--- src/rtl/adc_buf_reader.sv ---
// -----------------------------------------------------------------------------
// adc_buf_reader
//
// Streams a block of captured ADC samples out of the single-port sample RAM.
// The block drives the RAM's address and enable pins and never writes to it.
// Samples leave on a valid/ready stream. A 2-entry FIFO absorbs the RAM's
// 1-cycle read latency, so downstream backpressure never drops a sample.
//
// Ports
//   clk, rst_n             system clock, asynchronous active-low reset
//   start                  single-cycle burst request (honoured only in IDLE)
//   start_addr, length     burst arguments, captured on an accepted start
//   busy                   accepted start .. done cycle, inclusive
//   done                   one-cycle pulse after the final sample transfers
//   err                    one-cycle pulse after a start with illegal arguments
//   ram_ce/ram_oce/ram_wre RAM clock enable / output enable / write enable
//   ram_ad                 RAM read address
//   ram_dout               RAM read data, valid one clk after ram_ce
//   m_data, m_valid,       output sample stream; m_last marks the final
//   m_ready, m_last        sample of the burst
// -----------------------------------------------------------------------------
module adc_buf_reader #(
  parameter int DEPTH  = 5120,
  parameter int ADDR_W = 13,
  parameter int DATA_W = 10
) (
  input  logic              clk,
  input  logic              rst_n,
  input  logic              start,
  input  logic [ADDR_W-1:0] start_addr,
  input  logic [ADDR_W-1:0] length,
  output logic              busy,
  output logic              done,
  output logic              err,
  output logic              ram_ce,
  output logic              ram_oce,
  output logic              ram_wre,
  output logic [ADDR_W-1:0] ram_ad,
  input  logic [DATA_W-1:0] ram_dout,
  output logic [DATA_W-1:0] m_data,
  output logic              m_valid,
  input  logic              m_ready,
  output logic              m_last
);

  localparam logic [ADDR_W-1:0] DEPTH_A = ADDR_W'(DEPTH);
  localparam logic [ADDR_W-1:0] LAST_A  = ADDR_W'(DEPTH - 1);

  typedef enum logic [1:0] {IDLE, READ, DRAIN, DONE} state_t;

  state_t            state_q, state_d;
  logic [ADDR_W-1:0] addr_q;      // next RAM address to read
  logic [ADDR_W-1:0] remain_q;    // reads still to issue
  logic [ADDR_W-1:0] len_q;       // burst length, used to find the last sample
  logic [ADDR_W-1:0] out_cnt_q;   // samples already accepted downstream
  logic              in_flight_q; // a read was issued last cycle
  logic              err_q;

  logic [DATA_W-1:0] fifo_q [2];
  logic              wr_ptr_q, rd_ptr_q;
  logic [1:0]        count_q;

  logic       start_ok;
  logic       accept;
  logic       pop;
  logic       issue;
  logic [1:0] occupancy;

  assign start_ok = (start_addr < DEPTH_A) && (length != '0) && (length <= DEPTH_A);
  assign accept   = (state_q == IDLE) && start && start_ok;

  assign m_valid = (count_q != 2'd0);
  assign m_data  = fifo_q[rd_ptr_q];
  assign m_last  = m_valid && (out_cnt_q == len_q - ADDR_W'(1));
  assign pop     = m_valid && m_ready;

  // Entries held or on their way: the pending RAM read plus the FIFO. A pop
  // in this cycle frees a slot in time for the read issued now to land, which
  // is what sustains one sample per clock with m_ready held high.
  assign occupancy = {1'b0, in_flight_q} + count_q;
  assign issue     = (state_q == READ) &&
                     ((occupancy < 2'd2) || ((occupancy == 2'd2) && pop));

  assign ram_ce  = issue;
  assign ram_ad  = addr_q;
  assign ram_oce = 1'b1;
  assign ram_wre = 1'b0;

  assign busy = (state_q != IDLE);
  assign done = (state_q == DONE);
  assign err  = err_q;

  // NOTE: every signal written in an always_comb gets a default first, so no
  // path through the case statement can leave it unassigned and infer a latch.
  always_comb begin
    state_d = state_q;
    unique case (state_q)
      IDLE:    if (accept)                          state_d = READ;
      READ:    if (issue && remain_q == ADDR_W'(1)) state_d = DRAIN;
      DRAIN:   if (pop && m_last)                   state_d = DONE;
      DONE:                                         state_d = IDLE;
      default:                                      state_d = IDLE;
    endcase
  end

  // NOTE: sequential state uses non-blocking assignments so every register
  // samples pre-edge values regardless of statement order.
  always_ff @(posedge clk or negedge rst_n) begin
    if (!rst_n) begin
      state_q     <= IDLE;
      addr_q      <= '0;
      remain_q    <= '0;
      len_q       <= '0;
      out_cnt_q   <= '0;
      in_flight_q <= 1'b0;
      err_q       <= 1'b0;
    end else begin
      state_q     <= state_d;
      in_flight_q <= issue;
      err_q       <= (state_q == IDLE) && start && !start_ok;
      if (accept) begin
        addr_q    <= start_addr;
        remain_q  <= length;
        len_q     <= length;
        out_cnt_q <= '0;
      end else begin
        if (issue) begin
          addr_q   <= (addr_q == LAST_A) ? '0 : addr_q + ADDR_W'(1);
          remain_q <= remain_q - ADDR_W'(1);
        end
        if (pop) out_cnt_q <= out_cnt_q + ADDR_W'(1);
      end
    end
  end

  // Output FIFO: RAM data lands the cycle after its read was issued. The
  // issue rule above guarantees a push never finds the FIFO full.
  // NOTE: the two data entries sit on the async reset as well, so m_data
  // reads zero out of reset and a mid-burst reset leaves no stale sample.
  always_ff @(posedge clk or negedge rst_n) begin
    if (!rst_n) begin
      fifo_q[0] <= '0;
      fifo_q[1] <= '0;
      wr_ptr_q  <= 1'b0;
      rd_ptr_q  <= 1'b0;
      count_q   <= 2'd0;
    end else begin
      if (in_flight_q) begin
        fifo_q[wr_ptr_q] <= ram_dout;
        wr_ptr_q         <= ~wr_ptr_q;
      end
      if (pop) rd_ptr_q <= ~rd_ptr_q;
      unique case ({in_flight_q, pop})
        2'b10:   count_q <= count_q + 2'd1;
        2'b01:   count_q <= count_q - 2'd1;
        default: count_q <= count_q;
      endcase
    end
  end

endmodule

--- config.mk ---
export PLATFORM = sky130hd
export DESIGN_NAME = adc_buf_reader
export DESIGN_NICKNAME = d
export VERILOG_FILES = /design/src/rtl/adc_buf_reader.sv
export SDC_FILE = /design/constraint.sdc
export NUM_CORES = 1
export LEC_CHECK = 0
export BUFFER_PORTS_ARGS = -buffer_cell sky130_fd_sc_hd__buf_4
export CELL_PAD_IN_SITES_DETAIL_PLACEMENT = 2
export CELL_PAD_IN_SITES_GLOBAL_PLACEMENT = 2
export CORE_AREA = 2 2 111 113
export DETAILED_ROUTE_END_ITERATION = 8
export DIE_AREA = 0 0 113 115
export GPL_TIMING_DRIVEN = 0
export HOLD_SLACK_MARGIN = 0.08
export PLACE_DENSITY_LB_ADDON = 0.08
export SLEW_MARGIN = 20
export SYNTH_ARGS = -nofsm -noshare
export SYNTH_HDL_FRONTEND = slang
export SYNTH_SLANG_ARGS = --single-unit
--- constraint.sdc ---
create_clock -name clk -period 5.5 [get_ports clk]
set_input_delay 1.1 -clock clk [delete_from_list [all_inputs] [get_ports clk]]
set_output_delay 1.1 -clock clk [all_outputs]
set_load 0.01 [all_outputs]
==> impl_metrics.tcl <==
set metrics [dict create \
    status "finished, violations left" \
    violations "DRC" \
    numCtsBuffers 9 \
    cts-resized-gates 0 \
    finalCritPeriodShare_pct 73.44 \
    vias 3542 \
    hold_buffers 0 \
    irDropWorstVdd_mv 0.1658 \
    start_util_pct 36.89 \
    cts_sinks 80 \
    gr-total-overflow 0 \
    area_growth_pct 22.83 \
    grtUsageTotal_pct 20.16 \
    cp.required_ns 4.40 \
    wl_per_cell_um 18.31 \
    first_iter_violations 129 \
    post_dp_cell_area_um2 5051 \
    grt_first_pass_wirelength_mm 20.24 \
    ys_seq_elements 80 \
    antenna_found_initial 0 \
    crit_end "m_last" \
    r2r-end "state_q[1]" \
    grt_max_degree 81 \
    drv_slew 0 \
    diodes 0 \
    clock_latency_ns 0.34 \
    cp.arrival_ns 2.94 \
    drc 4 \
    gp_congestion 0.7719 \
    max_stage_delay_ns 0.46 \
    worst-path-buf-inv 2 \
    root_buffer "clkbuf_16" \
    slew_headroom_pct 32.53 \
    synth_edf_count 0 \
    synth_area_um2 4357 \
    synth.avg_cell_area_um2 9.834 \
    rows 40 \
    core_area_um2 11810 \
    port_buffers 68 \
    ys.warnings.count 0 \
    r2r_start "len_q[0]" \
    rsz0062_at_grt "false" \
    power.density_nw_per_um2 563.5 \
    clk_path_buf_depth 2 \
    hpwl_mm 9.108 \
    final_hold_viol_count 0 \
    async_reset_ff_share_pct 100.0 \
    cp_slowest_cell "o21ai_1" \
    syn_inst 443 \
    final_area_um2 5351 \
    period_needed_ns 4.039 \
    path_clk_slew_ns 0.06 \
    endpoint_kind "primary output" \
    ant_nets 0 \
    startpoint "len_q[4]" \
    yosysSeqAreaShare_pct 45.95 \
    drv_cap 0 \
    skew_ns 0.008161 \
    drt-total-wl_mm 12.34 \
    grt_pass1_vias 3910 \
    cts_setup_buffers 0 \
    die_area_um2 13000 \
    r2r_cells 9 \
    viasPerCell 5.255 \
    tns_ns 0 \
    crit_chain "clkbuf_1, nor4_4, nor3b_2, xnor2_1, o221a_2, o21ai_1, and3_1, buf_4" \
    fmax_mhz 247.6 \
    cts_tree "yes" \
    cts_max_level 3 \
    criticalPathCategory "flip-flop to primary output" \
    dominantRegCellSynth "dfrtp_1" \
    min_path_type "flip-flop to flip-flop" \
    die_h_um 115 \
    drtPass1Iterations 8 \
    power_mw 3.016 \
    crit_family "simple AND/OR/NAND/NOR gates" \
    synth_cell_types 52 \
    die_w_um 113 \
    setup_viol 0 \
    ios 71 \
    crit_fanout 9 \
    startpoint_type "flip-flop" \
    syn_nets 495 \
    worst_pin_slew_ns 1.008 \
    hold_start "wr_ptr_q" \
    leakage_nw 2.307 \
    drive_gt1_share_pct 23.91 \
    crit_cells 8 \
    nets 574 \
    reg2reg_slack_ns 2.71 \
]
[power breakdown]
part / internal [mW] / switching [mW] / total (mW)
Combinational: 0.640 / 0.649 / 1.29
Sequential: 0.851 / 0.265 / 1.12
Clock: 0.354 / 0.256 / 0.610
[metrics by stage]
stage          hold WS [ns]  util, %  instances  worst slack, ns
6_report             0.5029    45.31        674            1.461
5_1_grt              0.5184    45.31        674            1.239
4_1_cts              0.5052    45.28        674            1.427
3_5_place_dp         0.4939    42.76        658            1.675
3_3_place_gp         0.4747    42.76        658            1.806
2_1_floorplan        0.4613        -        443            2.433
[final cells by class]
class / count / area (um2)
flip-flops and latches: 80 / 2002
clock inverters: 6 / 67.56
plain buffers: 14 / 61.31
inverters: 25 / 93.84
fillers: 1275 / 6460
clock buffers: 10 / 229.0
multi-input cells: 324 / 2200
well taps: 147 / 183.9
repair buffers: 68 / 514.2
[registers in the layout, indices dropped and copies added (netlist names)]
register,cells
ram_ad,13
out_cnt_q,13
rd_ptr_q,1
state_q,2
len_q,13
remain_q,13
err,1
count_q,2
in_flight_q,1
fifo_q,20
wr_ptr_q,1
[layout by cell type, fill, tap and decap left out, drive strengths merged, types with 3 or more instances in the layout]
| cell | instances |
|---|---|
| ha | 12 |
| mux2i | 3 |
| nor3b | 6 |
| nand4 | 9 |
| inv | 25 |
| a31oi | 3 |
| nor2 | 35 |
| o211ai | 3 |
| xnor2 | 27 |
| o21ai | 49 |
| xor2 | 19 |
| dfrtp | 80 |
| and3 | 7 |
| nand2b | 6 |
| nand3 | 12 |
| nor4 | 9 |
| or3 | 4 |
| clkbuf | 20 |
| mux2 | 31 |
| nor3 | 6 |
| nand2 | 40 |
| a21oi | 11 |
| clkinv | 3 |
| buf | 72 |
| or4 | 3 |
| nor2b | 6 |
[worst reg2reg max path, stage by stage, from the launching register on]
cell      delay (ns)
dfrtp_1         0.42
inv_1           0.12
ha_1            0.18
nor3b_2         0.49
and3_1          0.24
o21ai_0         0.10
a221o_1         0.39
nor4b_4         0.45
a21o_1          0.20
o211ai_2        0.08
[cells in the mapped netlist, types with 2 or more instances]
| library cell | n | area, um2 |
|---|---|---|
| xor2_1 | 19 | 166.4 |
| nor3b_1 | 4 | 30.03 |
| o211ai_1 | 2 | 15.01 |
| inv_1 | 23 | 86.33 |
| dfrtp_1 | 80 | 2002 |
| nor2b_1 | 6 | 37.54 |
| nor4_1 | 8 | 50.05 |
| nand3_1 | 12 | 60.06 |
| nand2_1 | 40 | 150.1 |
| xnor2_1 | 27 | 236.5 |
| nor2_1 | 35 | 131.4 |
| a211oi_1 | 2 | 15.01 |
| and3_1 | 7 | 43.79 |
| mux2_2 | 31 | 349.1 |
| buf_4 | 2 | 15.01 |
| a31oi_1 | 3 | 18.77 |
| a21o_1 | 2 | 15.01 |
| o221ai_1 | 2 | 17.52 |
| nand2b_1 | 6 | 37.54 |
| nand4_1 | 9 | 56.30 |
| or3_1 | 4 | 25.02 |
| mux2i_1 | 3 | 30.03 |
| or4_1 | 2 | 15.01 |
| a21oi_1 | 11 | 55.05 |
| o21ai_0 | 48 | 240.2 |
| ha_1 | 12 | 150.1 |
| nor3_1 | 6 | 30.03 |
| clkinv_1 | 2 | 7.510 |
| clkbuf_1 | 10 | 37.54 |
| conb_1 | 2 | 7.510 |
| nor3b_2 | 2 | 25.02 |
[metal layers]
metal	global-route usage (%)	vias up	wire length, um
met5	0	-	0
met4	6.748	0	166
met3	2.688	12	316
met2	35.41	53	6237
met1	25.81	1789	5624
li1	-	1688	-
[kinds of logic after synthesis]
logic type	Yosys count	synth area share, %
AND/OR/NAND/NOR	150	18.29
AO/OA/AOI/OAI	80	10.63
flip-flops	80	45.95
XOR/XNOR	46	9.248
buffers and inverters	39	3.561
multiplexers	34	8.702
adder cells (fa/ha/maj)	12	3.446
other	2	0.1724
[how the worst min path moves through the flow]
| stage | cells after the start | endpoint |
|---|---|---|
| global route | 1 | fifo_q[9] |
| CTS | 1 | wr_ptr_q |
| detailed placement | 1 | wr_ptr_q |
| finish | 1 | wr_ptr_q |
| global placement | 1 | wr_ptr_q |
| floorplan | 1 | wr_ptr_q |
No activity file was read; power rests on OpenSTA's default activity.
